$ cat config.mk
export PLATFORM = sky130hd
export DESIGN_NAME = uart_bus_master
export DESIGN_NICKNAME = d
export VERILOG_FILES = /design/src/rtl/uart_bus_master_pkg.sv /design/src/rtl/uart_bus_master_tmo_timer.sv /design/src/rtl/uart_bus_master.sv
export SDC_FILE = /design/constraint.sdc
export NUM_CORES = 1
export LEC_CHECK = 0
export CORE_ASPECT_RATIO = 0.9
export CORE_MARGIN = 8
export CORE_UTILIZATION = 53
export CTS_BUF_LIST = sky130_fd_sc_hd__clkbuf_2
export CTS_CLUSTER_DIAMETER = 50
export DETAILED_ROUTE_END_ITERATION = 7
export PLACE_DENSITY = 0.81
export SYNTH_ARGS = -nofsm -noshare
export SYNTH_HDL_FRONTEND = slang
export SYNTH_SLANG_ARGS = --single-unit
$ cat constraint.sdc
create_clock -name CLK -period 2.9 [get_ports CLK]
set_clock_uncertainty 0.15 [all_clocks]
set_input_delay 0.87 -clock CLK [delete_from_list [all_inputs] [get_ports CLK]]
set_output_delay 0.87 -clock CLK [all_outputs]
set_load 0.03 [all_outputs]
$ cat src/rtl/uart_bus_master_pkg.sv
// Shared command/response byte codes and FSM state encoding for the UART bus master.
package uart_bus_master_pkg;

  localparam logic [7:0] CmdWr  = 8'h57;
  localparam logic [7:0] CmdRd  = 8'h52;
  localparam logic [7:0] RspOk  = 8'h4B;
  localparam logic [7:0] RspBad = 8'h3F;
  localparam logic [7:0] RspErr = 8'h45;

  typedef enum logic [3:0] {
    StIdle,
    StCmd,
    StAddrH,
    StAddrL,
    StDataH,
    StDataL,
    StBus,
    StRsp0,
    StRsp1
  } state_e;

  function automatic logic is_cmd(input logic [7:0] b);
    return (b == CmdWr) || (b == CmdRd);
  endfunction

endpackage

$ cat src/rtl/uart_bus_master_tmo_timer.sv
// Saturating timeout counter: clear wins over enable, done while the count sits at TMO_CYC.
module uart_bus_master_tmo_timer #(
  parameter int unsigned TMO_CYC = 1_200_000,
  parameter int unsigned TMO_W   = 21
) (
  input  logic clk_i,
  input  logic rst_i,
  input  logic clr_i,
  input  logic en_i,
  output logic done_o
);

  localparam logic [TMO_W-1:0] Limit = TMO_W'(TMO_CYC);

  logic [TMO_W-1:0] cnt_q, cnt_d;

  always_comb begin
    cnt_d = cnt_q;
    if (clr_i) begin
      cnt_d = '0;
    end else if (en_i && (cnt_q != Limit)) begin
      cnt_d = cnt_q + TMO_W'(1);
    end
  end

  always_ff @(posedge clk_i) begin
    if (rst_i) begin
      cnt_q <= '0;
    end else begin
      cnt_q <= cnt_d;
    end
  end

  assign done_o = (cnt_q == Limit);

endmodule

$ cat src/rtl/uart_bus_master.sv
// Parses W/R command packets from the RX FIFO, runs one bus transfer, pushes the reply to TX.
module uart_bus_master
  import uart_bus_master_pkg::*;
#(
  parameter int unsigned ADDR_W  = 16,
  parameter int unsigned DATA_W  = 16,
  parameter int unsigned TMO_CYC = 1_200_000,
  parameter int unsigned TMO_W   = 21
) (
  input  logic              CLK,
  input  logic              RST,
  input  logic [7:0]        rxData,
  input  logic              rxEmpty,
  output logic              rxRead,
  output logic [7:0]        txData,
  input  logic              txFull,
  output logic              txWrite,
  output logic              busReq,
  output logic              busWe,
  output logic [ADDR_W-1:0] busAddr,
  output logic [DATA_W-1:0] busWdata,
  input  logic [DATA_W-1:0] busRdata,
  input  logic              busAck
);

  state_e            state_q, state_d;
  logic              gap_q, gap_d;
  logic [7:0]        cmd_q, cmd_d;
  logic              we_q, we_d;
  logic [ADDR_W-1:0] addr_q, addr_d;
  logic [DATA_W-1:0] wdata_q, wdata_d;
  logic [7:0]        tx0_q, tx0_d;
  logic [7:0]        tx1_q, tx1_d;
  logic              two_q, two_d;

  logic pop_ok;
  logic tmr_clr, tmr_en, tmr_done;

  // The FIFO needs one cycle after a pop before rxEmpty is trustworthy again.
  assign pop_ok = !rxEmpty && !gap_q;

  always_comb begin
    state_d = state_q;
    cmd_d   = cmd_q;
    we_d    = we_q;
    addr_d  = addr_q;
    wdata_d = wdata_q;
    tx0_d   = tx0_q;
    tx1_d   = tx1_q;
    two_d   = two_q;
    rxRead  = 1'b0;
    txWrite = 1'b0;
    txData  = 8'h00;
    unique case (state_q)
      StIdle: begin
        if (pop_ok) begin
          rxRead  = 1'b1;
          cmd_d   = rxData;
          state_d = StCmd;
        end
      end
      StCmd: begin
        if (is_cmd(cmd_q)) begin
          we_d    = (cmd_q == CmdWr);
          state_d = StAddrH;
        end else begin
          tx0_d   = RspBad;
          two_d   = 1'b0;
          state_d = StRsp0;
        end
      end
      StAddrH, StAddrL, StDataH, StDataL: begin
        if (pop_ok) begin
          rxRead = 1'b1;
          unique case (state_q)
            StAddrH: begin addr_d[15:8]  = rxData; state_d = StAddrL; end
            StAddrL: begin addr_d[7:0]   = rxData; state_d = we_q ? StDataH : StBus; end
            StDataH: begin wdata_d[15:8] = rxData; state_d = StDataL; end
            default: begin wdata_d[7:0]  = rxData; state_d = StBus; end
          endcase
        end else if (tmr_done) begin
          state_d = StIdle;
        end
      end
      StBus: begin
        if (busAck) begin
          tx0_d   = we_q ? RspOk : busRdata[15:8];
          tx1_d   = busRdata[7:0];
          two_d   = !we_q;
          state_d = StRsp0;
        end else if (tmr_done) begin
          tx0_d   = RspErr;
          two_d   = 1'b0;
          state_d = StRsp0;
        end
      end
      StRsp0: begin
        if (!txFull) begin
          txWrite = 1'b1;
          txData  = tx0_q;
          state_d = two_q ? StRsp1 : StIdle;
        end
      end
      StRsp1: begin
        if (!txFull) begin
          txWrite = 1'b1;
          txData  = tx1_q;
          state_d = StIdle;
        end
      end
      default: state_d = StIdle;
    endcase
    gap_d   = rxRead;
    tmr_clr = rxRead || ((state_d == StBus) && (state_q != StBus));
    tmr_en  = state_q inside {StAddrH, StAddrL, StDataH, StDataL, StBus};
  end

  always_ff @(posedge CLK) begin
    if (RST) begin
      state_q <= StIdle;
      gap_q   <= 1'b0;
      cmd_q   <= 8'h00;
      we_q    <= 1'b0;
      addr_q  <= '0;
      wdata_q <= '0;
      tx0_q   <= 8'h00;
      tx1_q   <= 8'h00;
      two_q   <= 1'b0;
    end else begin
      state_q <= state_d;
      gap_q   <= gap_d;
      cmd_q   <= cmd_d;
      we_q    <= we_d;
      addr_q  <= addr_d;
      wdata_q <= wdata_d;
      tx0_q   <= tx0_d;
      tx1_q   <= tx1_d;
      two_q   <= two_d;
    end
  end

  uart_bus_master_tmo_timer #(
    .TMO_CYC(TMO_CYC),
    .TMO_W  (TMO_W)
  ) u_tmo_timer (
    .clk_i (CLK),
    .rst_i (RST),
    .clr_i (tmr_clr),
    .en_i  (tmr_en),
    .done_o(tmr_done)
  );

  assign busReq   = (state_q == StBus);
  assign busWe    = we_q;
  assign busAddr  = addr_q;
  assign busWdata = wdata_q;

endmodule
==> flow_summary.json, run 1 <==
{
  "dpl_cell_area_um2": 4580,
  "layout_min_cycle_time_ns": 2.88,
  "drv_slew": 0,
  "synthTopCellsByArea": "dfxtp_1, nand2_1, a21oi_1",
  "power.switching_uw": 934,
  "cp_data_arrival_time_ns": 1.86,
  "yosys_warnings": 0,
  "h-tree-depth": 3,
  "power_frac_clock_pct": 19.5,
  "dr_wl_met2_mm": 4.63,
  "clk_pin_slew_ns": 0.24,
  "synthArstFlopShare_pct": 0,
  "area_growth_pct": 27.7,
  "vias": 3529,
  "drtIter0Drc": 176,
  "drive_above_1_share_pct": 14.2,
  "finalPower_uw": 2640,
  "p_comb_share_pct": 29.8,
  "reg2reg_from": "state_q[0]",
  "n_antenna_cell": 0,
  "finalSetupViolations": 0,
  "dpl.cell_count": 610,
  "syn_area_um2": 3740,
  "drcViolationCount": 0,
  "die_h_um": 95.7,
  "ios": 73,
  "final_cell_area_um2": 4780,
  "status": "completed",
  "min_path_type": "flip-flop to flip-flop",
  "peakVddDrop_v": 0.000398,
  "rr_worst_depth": 7,
  "synthFlopType": "dfxtp_1",
  "die_area_um2": 10000,
  "fillers": 576,
  "powerDensity_nw_per_um2": 552,
  "grt_overflow": 0,
  "globalplace.congestion": 0.848,
  "required_ns": 1.88,
  "root_buffer": "clkbuf_2",
  "routed.top_layer": "met4",
  "synth_top_area_share_pct": 44.9,
  "yosysSeqAreaShare_pct": 44.9,
  "cts_buffers": 9,
  "tightest_slew_ns": 0.599,
  "max_slew_margin_pct": 59.5,
  "whs_ns": 0.321,
  "synth-seq-cells": 84,
  "start_util_pct": 54.0,
  "path_class": "input pin to primary output",
  "rsz0062_at_grt": "yes",
  "antenna_found_initial": 0,
  "ant_nets": 0,
  "end_kind": "primary output",
  "synth_nets": 489,
  "wl_met1_mm": 4.64,
  "grt_pass1_wl_mm": 16.2,
  "syn_inst": 458,
  "start_kind": "input pin",
  "intPower_uw": 1710,
  "r2r_slack_ns": 0.34,
  "grt_pass1_vias": 3325,
  "grt_start_max_net_pins": 32,
  "cts_tree": "built",
  "synth_edf_count": 0,
  "rows": 29,
  "finalHoldViolations": 0,
  "drt-wirelength-per-cell_um": 16.1,
  "min_from": "cmd_q[4]",
  "dpl.hpwl_mm": 7.00,
  "grtUsageTotal_pct": 19.7,
  "p_seq_share_pct": 50.7,
  "dieWidth_um": 105,
  "swShare_pct": 35.4,
  "routed_via_density": 5.56,
  "yosysTopAreaCell": "dfxtp_1",
  "crit_fanout": 3,
  "holdPathEnd": "cmd_q[4]",
  "hold_depth": 2,
  "drv_cap": 0,
  "instances_no_fill": 635,
  "finalNetCount": 569,
  "synth.avg_cell_area_um2": 8.17,
  "portBuffers": 72,
  "setup_tns_ns": 0,
  "r2r_end": "u_tmo_timer.cnt_q[20]",
  "worstSkewPairLatency_ns": 0.55,
  "wl_met3_um": 781,
  "synth_cell_types": 53,
  "clock_sinks": 84,
  "drt_wl_total_mm": 10.2,
  "timing.final.crit_share_pct": 99.2,
  "first_pass_iters": 4,
  "power_leakage_uw": 0.00162,
  "coreArea_um2": 6930,
  "cts_buffer_depth": 2,
  "max_freq_ghz": 0.348
}
flip-flops by register name (all words and copies together) (netlist names):
| signal | flops |
|---|---|
| busWdata | 16 |
| tx0_q | 8 |
| cmd_q | 8 |
| gap_q | 1 |
| busWe | 1 |
| busAddr | 16 |
| tx1_q | 8 |
| u_tmo_timer.cnt_q | 21 |
| two_q | 1 |
| state_q | 4 |
metrics by stage:
stage          worst slack [ns]  util (%)
6_report                 0.0242      69.0
2_1_floorplan             0.113         -
3_3_place_gp             -0.214      66.0
3_5_place_dp             -0.265      66.0
4_1_cts                 -0.0363      67.8
5_1_grt                -0.00119      69.0
cells by family (layout without fill, tap and decap cells):
group / Yosys count / count (layout) / synth area share [%]
AND/OR/NAND/NOR: 210 / 211 / 27.8
AO/OA/AOI/OAI: 91 / 91 / 14.4
flip-flops: 84 / 84 / 44.9
buffers and inverters: 38 / 121 / 3.94
XOR/XNOR: 17 / 17 / 3.98
multiplexers: 16 / 16 / 4.28
adder cells (fa/ha/maj): 2 / 2 / 0.668
layer usage:
metal  GRT usage [%]  vias up
li1                -     1767
met1            24.9     1636
met2            30.8      112
met3            6.83       14
met4            7.24        0
met5               0        -
how the worst max path moves through the flow:
stage	end	depth (start not counted)	startpoint
after floorplan	rxRead	4	rxEmpty
after global routing	rxRead	5	rxEmpty
final	rxRead	5	rxEmpty
after detailed placement	rxRead	5	rxEmpty
after CTS	busReq	4	state_q[2]
after global placement	rxRead	5	rxEmpty
cell usage after synthesis (6+ instances only):
cell type	n
clkbuf_1	22
mux2i_1	16
a22oi_1	9
a21oi_1	45
nand2_1	62
nor2_1	54
inv_1	10
nor4_1	8
nand3_1	35
dfxtp_1	84
o21ai_0	16
nor2b_1	6
xnor2_1	15
critical path, cell delays in order:
cell and delay [ns]:
dlygate4sd2_1 0.26, or2_4 0.26, nor2_2 0.13, and3_4 0.21, buf_6 0.13
cell usage in the layout, fill, tap and decap left out, types with 4 or more instances in the layout:
cell / count
nor2_1: 53
mux2i_1: 16
buf_4: 29
xnor2_1: 15
clkbuf_2: 12
dfxtp_1: 80
nand3_1: 35
nor2b_1: 6
o21ai_0: 16
nor3_1: 4
clkdlybuf4s50_1: 58
o22ai_1: 5
nand2_1: 62
and2_1: 4
inv_1: 9
nor4_1: 8
a22oi_1: 9
a21oi_1: 45
dfxtp_4: 4
power by group through the flow:
stage | clock, µW | combinational (µW) | sequential (µW)
after floorplan | 0 | 424 | 1370
after global placement | 0 | 662 | 1360
after detailed placement | 0 | 671 | 1370
after CTS | 531 | 685 | 1350
after global routing | 576 | 851 | 1350
final | 515 | 787 | 1340
cell type report:
| type | count | area, µm² | area share [%] |
|---|---|---|---|
| multi-input cells | 337 | 1950 | 40.8 |
| flip-flops and latches | 84 | 1700 | 35.5 |
| repair buffers | 96 | 891 | 18.6 |
| well taps | 93 | 116 | 2.43 |
| clock buffers | 9 | 45.0 | 0.942 |
| clock inverters | 6 | 42.5 | 0.890 |
| inverters | 10 | 37.5 | 0.785 |
what timing repair did:
action | in CTS | in global routing
pin swaps | 2 | 2
hold buffers | 0 | 0
endpoints found under the setup margin | 11 | 11
gates cloned | 0 | 1
buffers inserted | 1 | 8
resized for setup | 13 | 7
No activity file was read; power rests on OpenSTA's default activity.
==> run 2: changes to the inputs <==
==> constraint.sdc (replaced) <==
create_clock -name CLK -period 2.9 [get_ports CLK]
set_clock_uncertainty 0.15 [all_clocks]
set_input_delay 0.58 -clock CLK [delete_from_list [all_inputs] [get_ports CLK]]
set_output_delay 0.58 -clock CLK [all_outputs]
set_load 0.03 [all_outputs]
==> flow_summary.json, run 2 (synthesized netlist as in run 1, its figures left out) <==
{
  "first_pass_iters": 6,
  "drt_wl_total_mm": 10.3,
  "power.switching_uw": 886,
  "required_ns": 2.17,
  "die_area_um2": 10000,
  "routed.top_layer": "met4",
  "rsz0062_at_grt": "no",
  "end_kind": "primary output",
  "antenna_found_initial": 0,
  "status": "completed",
  "intPower_uw": 1650,
  "dpl.hpwl_mm": 7.33,
  "grt_overflow": 0,
  "start_kind": "flip-flop",
  "fillers": 593,
  "cts_buffer_depth": 2,
  "p_comb_share_pct": 27.6,
  "drcViolationCount": 0,
  "max_freq_ghz": 0.374,
  "grt_start_max_net_pins": 36,
  "crit_fanout": 10,
  "drv_slew": 0,
  "finalHoldViolations": 0,
  "ios": 73,
  "min_path_type": "flip-flop to flip-flop",
  "vias": 3566,
  "drtIter0Drc": 201,
  "rows": 29,
  "power_leakage_uw": 0.00154,
  "timing.final.crit_share_pct": 92.2,
  "grt_pass1_vias": 3534,
  "final_util_pct": 66.7,
  "hold_buffers": 0,
  "finalNetCount": 558,
  "dr_wl_met2_mm": 4.77,
  "peakVddDrop_v": 0.000336,
  "h-tree-depth": 3,
  "root_buffer": "clkbuf_2",
  "ant_nets": 0,
  "whs_ns": 0.318,
  "drv_cap": 0,
  "p_seq_share_pct": 52.8,
  "portBuffers": 72,
  "top_register": "u_tmo_timer.cnt_q",
  "cp_data_arrival_time_ns": 1.94,
  "path_class": "flip-flop to primary output",
  "powerDensity_nw_per_um2": 547,
  "layout_min_cycle_time_ns": 2.67,
  "die_h_um": 95.7,
  "clk_pin_slew_ns": 0.22,
  "dpl_cell_area_um2": 4550,
  "finalSetupViolations": 0,
  "wl_met1_mm": 4.59,
  "routed_via_density": 5.71,
  "cts_buffers": 9,
  "multi_input_area_um2": 1920,
  "final_cell_area_um2": 4630,
  "swShare_pct": 35.0,
  "final_cell_mix": "dfxtp_1, nand2_1, clkdlybuf4s50_1",
  "cts_tree": "built",
  "coreArea_um2": 6930,
  "area_growth_pct": 23.6,
  "grt_pass1_wl_mm": 16.8,
  "wl_met3_um": 811,
  "worstSkewPairLatency_ns": 0.51,
  "layout_commonest_cell": "dfxtp_1",
  "grtUsageTotal_pct": 20.3,
  "max_slew_margin_pct": 63.5,
  "globalplace.congestion": 0.873,
  "drive_above_1_share_pct": 10.7,
  "n_antenna_cell": 0,
  "tightest_slew_ns": 0.545,
  "start_util_pct": 54.0,
  "setup_tns_ns": 0,
  "largest_reg_flops": 21,
  "dieWidth_um": 105,
  "clock_sinks": 84,
  "register_area_um2": 1680,
  "drt-wirelength-per-cell_um": 16.5,
  "power_frac_clock_pct": 19.6
}
[run 2: layout make-up]
type | instances | share of cell area, %
clock buffer | 10 | 1.08
clock inverter | 6 | 0.676
inverter | 10 | 0.811
multi-input combinational | 336 | 41.4
sequential | 84 | 36.4
tap | 93 | 2.52
timing repair buffer | 86 | 17.1
[run 2: critical path: stages, from the launching register on]
cell and delay, ns:
dfxtp_1 0.52, buf_4 0.22, nor2_1 0.06, buf_4 0.17
a22oi_1 0.21, nor2_1 0.07, buf_4 0.19
[run 2: power by group through the flow]
stage | logic (µW) | clock network, µW | registers (µW)
after floorplan | 424 | 0 | 1370
after global placement | 674 | 0 | 1350
after detailed placement | 691 | 0 | 1350
after CTS | 693 | 509 | 1330
after global routing | 762 | 568 | 1350
final | 698 | 497 | 1340
[run 2: worst paths after layout]
kind | startpoint | end | slack, ns | cells after the start
max | state_q[3] | txData[3] | 0.23 | 6
min | cmd_q[7] | cmd_q[7] | 0.32 | 2
max reg2reg | state_q[2] | u_tmo_timer.cnt_q[20] | 0.46 | 6
min reg2reg | cmd_q[7] | cmd_q[7] | 0.32 | 2
[run 2: routing by layer]
metal	GRT usage (%)	vias up
met1	24.5	1705
met4	6.64	0
met5	0	-
met2	33.4	121
met3	7.50	11
li1	-	1729
[run 2: metrics by stage]
step	instances	total power, µW	worst slack [ns]
floorplan	458	1790	0.492
global placement	609	2030	0.203
detailed placement	609	2050	0.137
CTS	625	2540	0.0809
global route	625	2680	0.0492
finish	625	2530	0.226
[run 2: timing repair]
action,in CTS,in global routing
buffers inserted,0,0
resized for setup,3,3
setup endpoints to repair,2,10
pin swaps,0,0
==> run 3: changes to the inputs <==
--- a/config.mk
+++ b/config.mk
@@ -6,11 +6,12 @@
 export NUM_CORES = 1
 export LEC_CHECK = 0
 export CORE_ASPECT_RATIO = 0.9
-export CORE_MARGIN = 8
+export CORE_MARGIN = 2
 export CORE_UTILIZATION = 53
 export CTS_BUF_LIST = sky130_fd_sc_hd__clkbuf_2
 export CTS_CLUSTER_DIAMETER = 50
 export DETAILED_ROUTE_END_ITERATION = 7
+export GPL_ROUTABILITY_DRIVEN = 0
 export PLACE_DENSITY = 0.81
 export SYNTH_ARGS = -nofsm -noshare
 export SYNTH_HDL_FRONTEND = slang
==> flow_summary.json, run 3 (synthesized netlist as in run 1, its figures left out) <==
{
  "grt_overflow": 0,
  "layout_commonest_cell": "dfxtp_1",
  "drt-wirelength-per-cell_um": 15.0,
  "portBuffers": 72,
  "multi_input_area_um2": 1920,
  "final_cell_mix": "dfxtp_1, nand2_1, clkdlybuf4s50_1",
  "drcViolationCount": 0,
  "drv_cap": 0,
  "end_kind": "primary output",
  "peakVddDrop_v": 0.000333,
  "die_h_um": 83.7,
  "cts_buffer_depth": 2,
  "grt_pass1_wl_mm": 15.4,
  "cts_buffers": 9,
  "rsz0062_at_grt": "no",
  "fillers": 589,
  "drv_slew": 0,
  "drt_wl_total_mm": 9.38,
  "drtIter0Drc": 154,
  "finalPower_uw": 2510,
  "finalHoldViolations": 0,
  "ant_nets": 0,
  "vias": 3464,
  "grt_start_max_net_pins": 32,
  "register_area_um2": 1680,
  "setup_tns_ns": 0,
  "start_util_pct": 54.0,
  "routed_via_density": 5.54,
  "ios": 73,
  "start_kind": "input pin",
  "required_ns": 2.17,
  "first_pass_iters": 4,
  "layout_min_cycle_time_ns": 2.65,
  "finalNetCount": 558,
  "min_path_type": "flip-flop to flip-flop",
  "largest_reg_flops": 21,
  "dpl.hpwl_mm": 6.64,
  "hold_buffers": 0,
  "n_antenna_cell": 0,
  "area_growth_pct": 23.6,
  "status": "completed",
  "h-tree-depth": 3,
  "max_freq_ghz": 0.377,
  "tightest_slew_ns": 0.531,
  "clk_pin_slew_ns": 0.20,
  "top_register": "u_tmo_timer.cnt_q",
  "crit_fanout": 5,
  "coreArea_um2": 6930,
  "grt_pass1_vias": 3212,
  "die_area_um2": 7750,
  "worstSkewPairLatency_ns": 0.50,
  "powerDensity_nw_per_um2": 543,
  "grtUsageTotal_pct": 24.9,
  "max_slew_margin_pct": 64.5,
  "cp_data_arrival_time_ns": 1.92,
  "drive_above_1_share_pct": 10.7,
  "rows": 29,
  "cts_tree": "built",
  "power_leakage_uw": 0.00154,
  "clock_sinks": 84,
  "finalSetupViolations": 0,
  "path_class": "input pin to primary output",
  "dieWidth_um": 92.6,
  "antenna_found_initial": 0,
  "root_buffer": "clkbuf_2",
  "timing.final.crit_share_pct": 91.4
}
## run 3: power breakdown
part | leakage [µW] | switching [µW] | internal, µW
combinational | 0.000807 | 403 | 287
clock | 0.0000504 | 380 | 106
sequential | 0.000681 | 81.7 | 1250
total | 0.00154 | 864 | 1650
## run 3: critical path: stages
cell	delay, ns
clkdlybuf4s50_1	0.46
or2_2	0.37
nor2_1	0.14
and3_1	0.20
buf_4	0.17
## run 3: layout make-up
class,count,share of cell area (%)
Tap cell,93,2.52
Clock inverter,6,0.676
Clock buffer,10,1.08
Timing Repair Buffer,86,17.1
Sequential cell,84,36.4
Multi-Input combinational cell,336,41.4
Inverter,10,0.811
## run 3: path summary, 6_finish.rpt
kind              start                     to  slack (ns)  depth (start not counted)
min            tx1_q[6]               tx1_q[6]        0.32                          2
min reg2reg    tx1_q[6]               tx1_q[6]        0.32                          2
max             rxEmpty                 rxRead        0.25                          5
max reg2reg  state_q[1]  u_tmo_timer.cnt_q[18]        0.49                          6
## run 3: what timing repair did
item,in CTS,in global routing
cloned,0,0
setup buffers,0,0
resized for setup,2,4
setup endpoints to repair,1,11
## run 3: per-stage QoR
step | setup WS [ns] | util [%] | instances | hold slack, ns | cell area, µm²
after floorplan | 0.492 | - | 458 | 0.281 | 3740
after global placement | 0.161 | 65.6 | 609 | 0.293 | 4550
after detailed placement | 0.146 | 65.6 | 609 | 0.298 | 4550
after CTS | 0.0711 | 66.8 | 625 | 0.298 | 4630
after global routing | 0.0221 | 66.7 | 625 | 0.319 | 4630
final | 0.248 | 66.7 | 625 | 0.319 | 4630
## run 3: routing by layer
metal	wire length [µm]	track usage, %	share of wire, %
met5	0	0	0
met4	85	7.33	0.91
met3	526	6.87	5.6
met2	4240	37.4	45
met1	4530	35.0	48
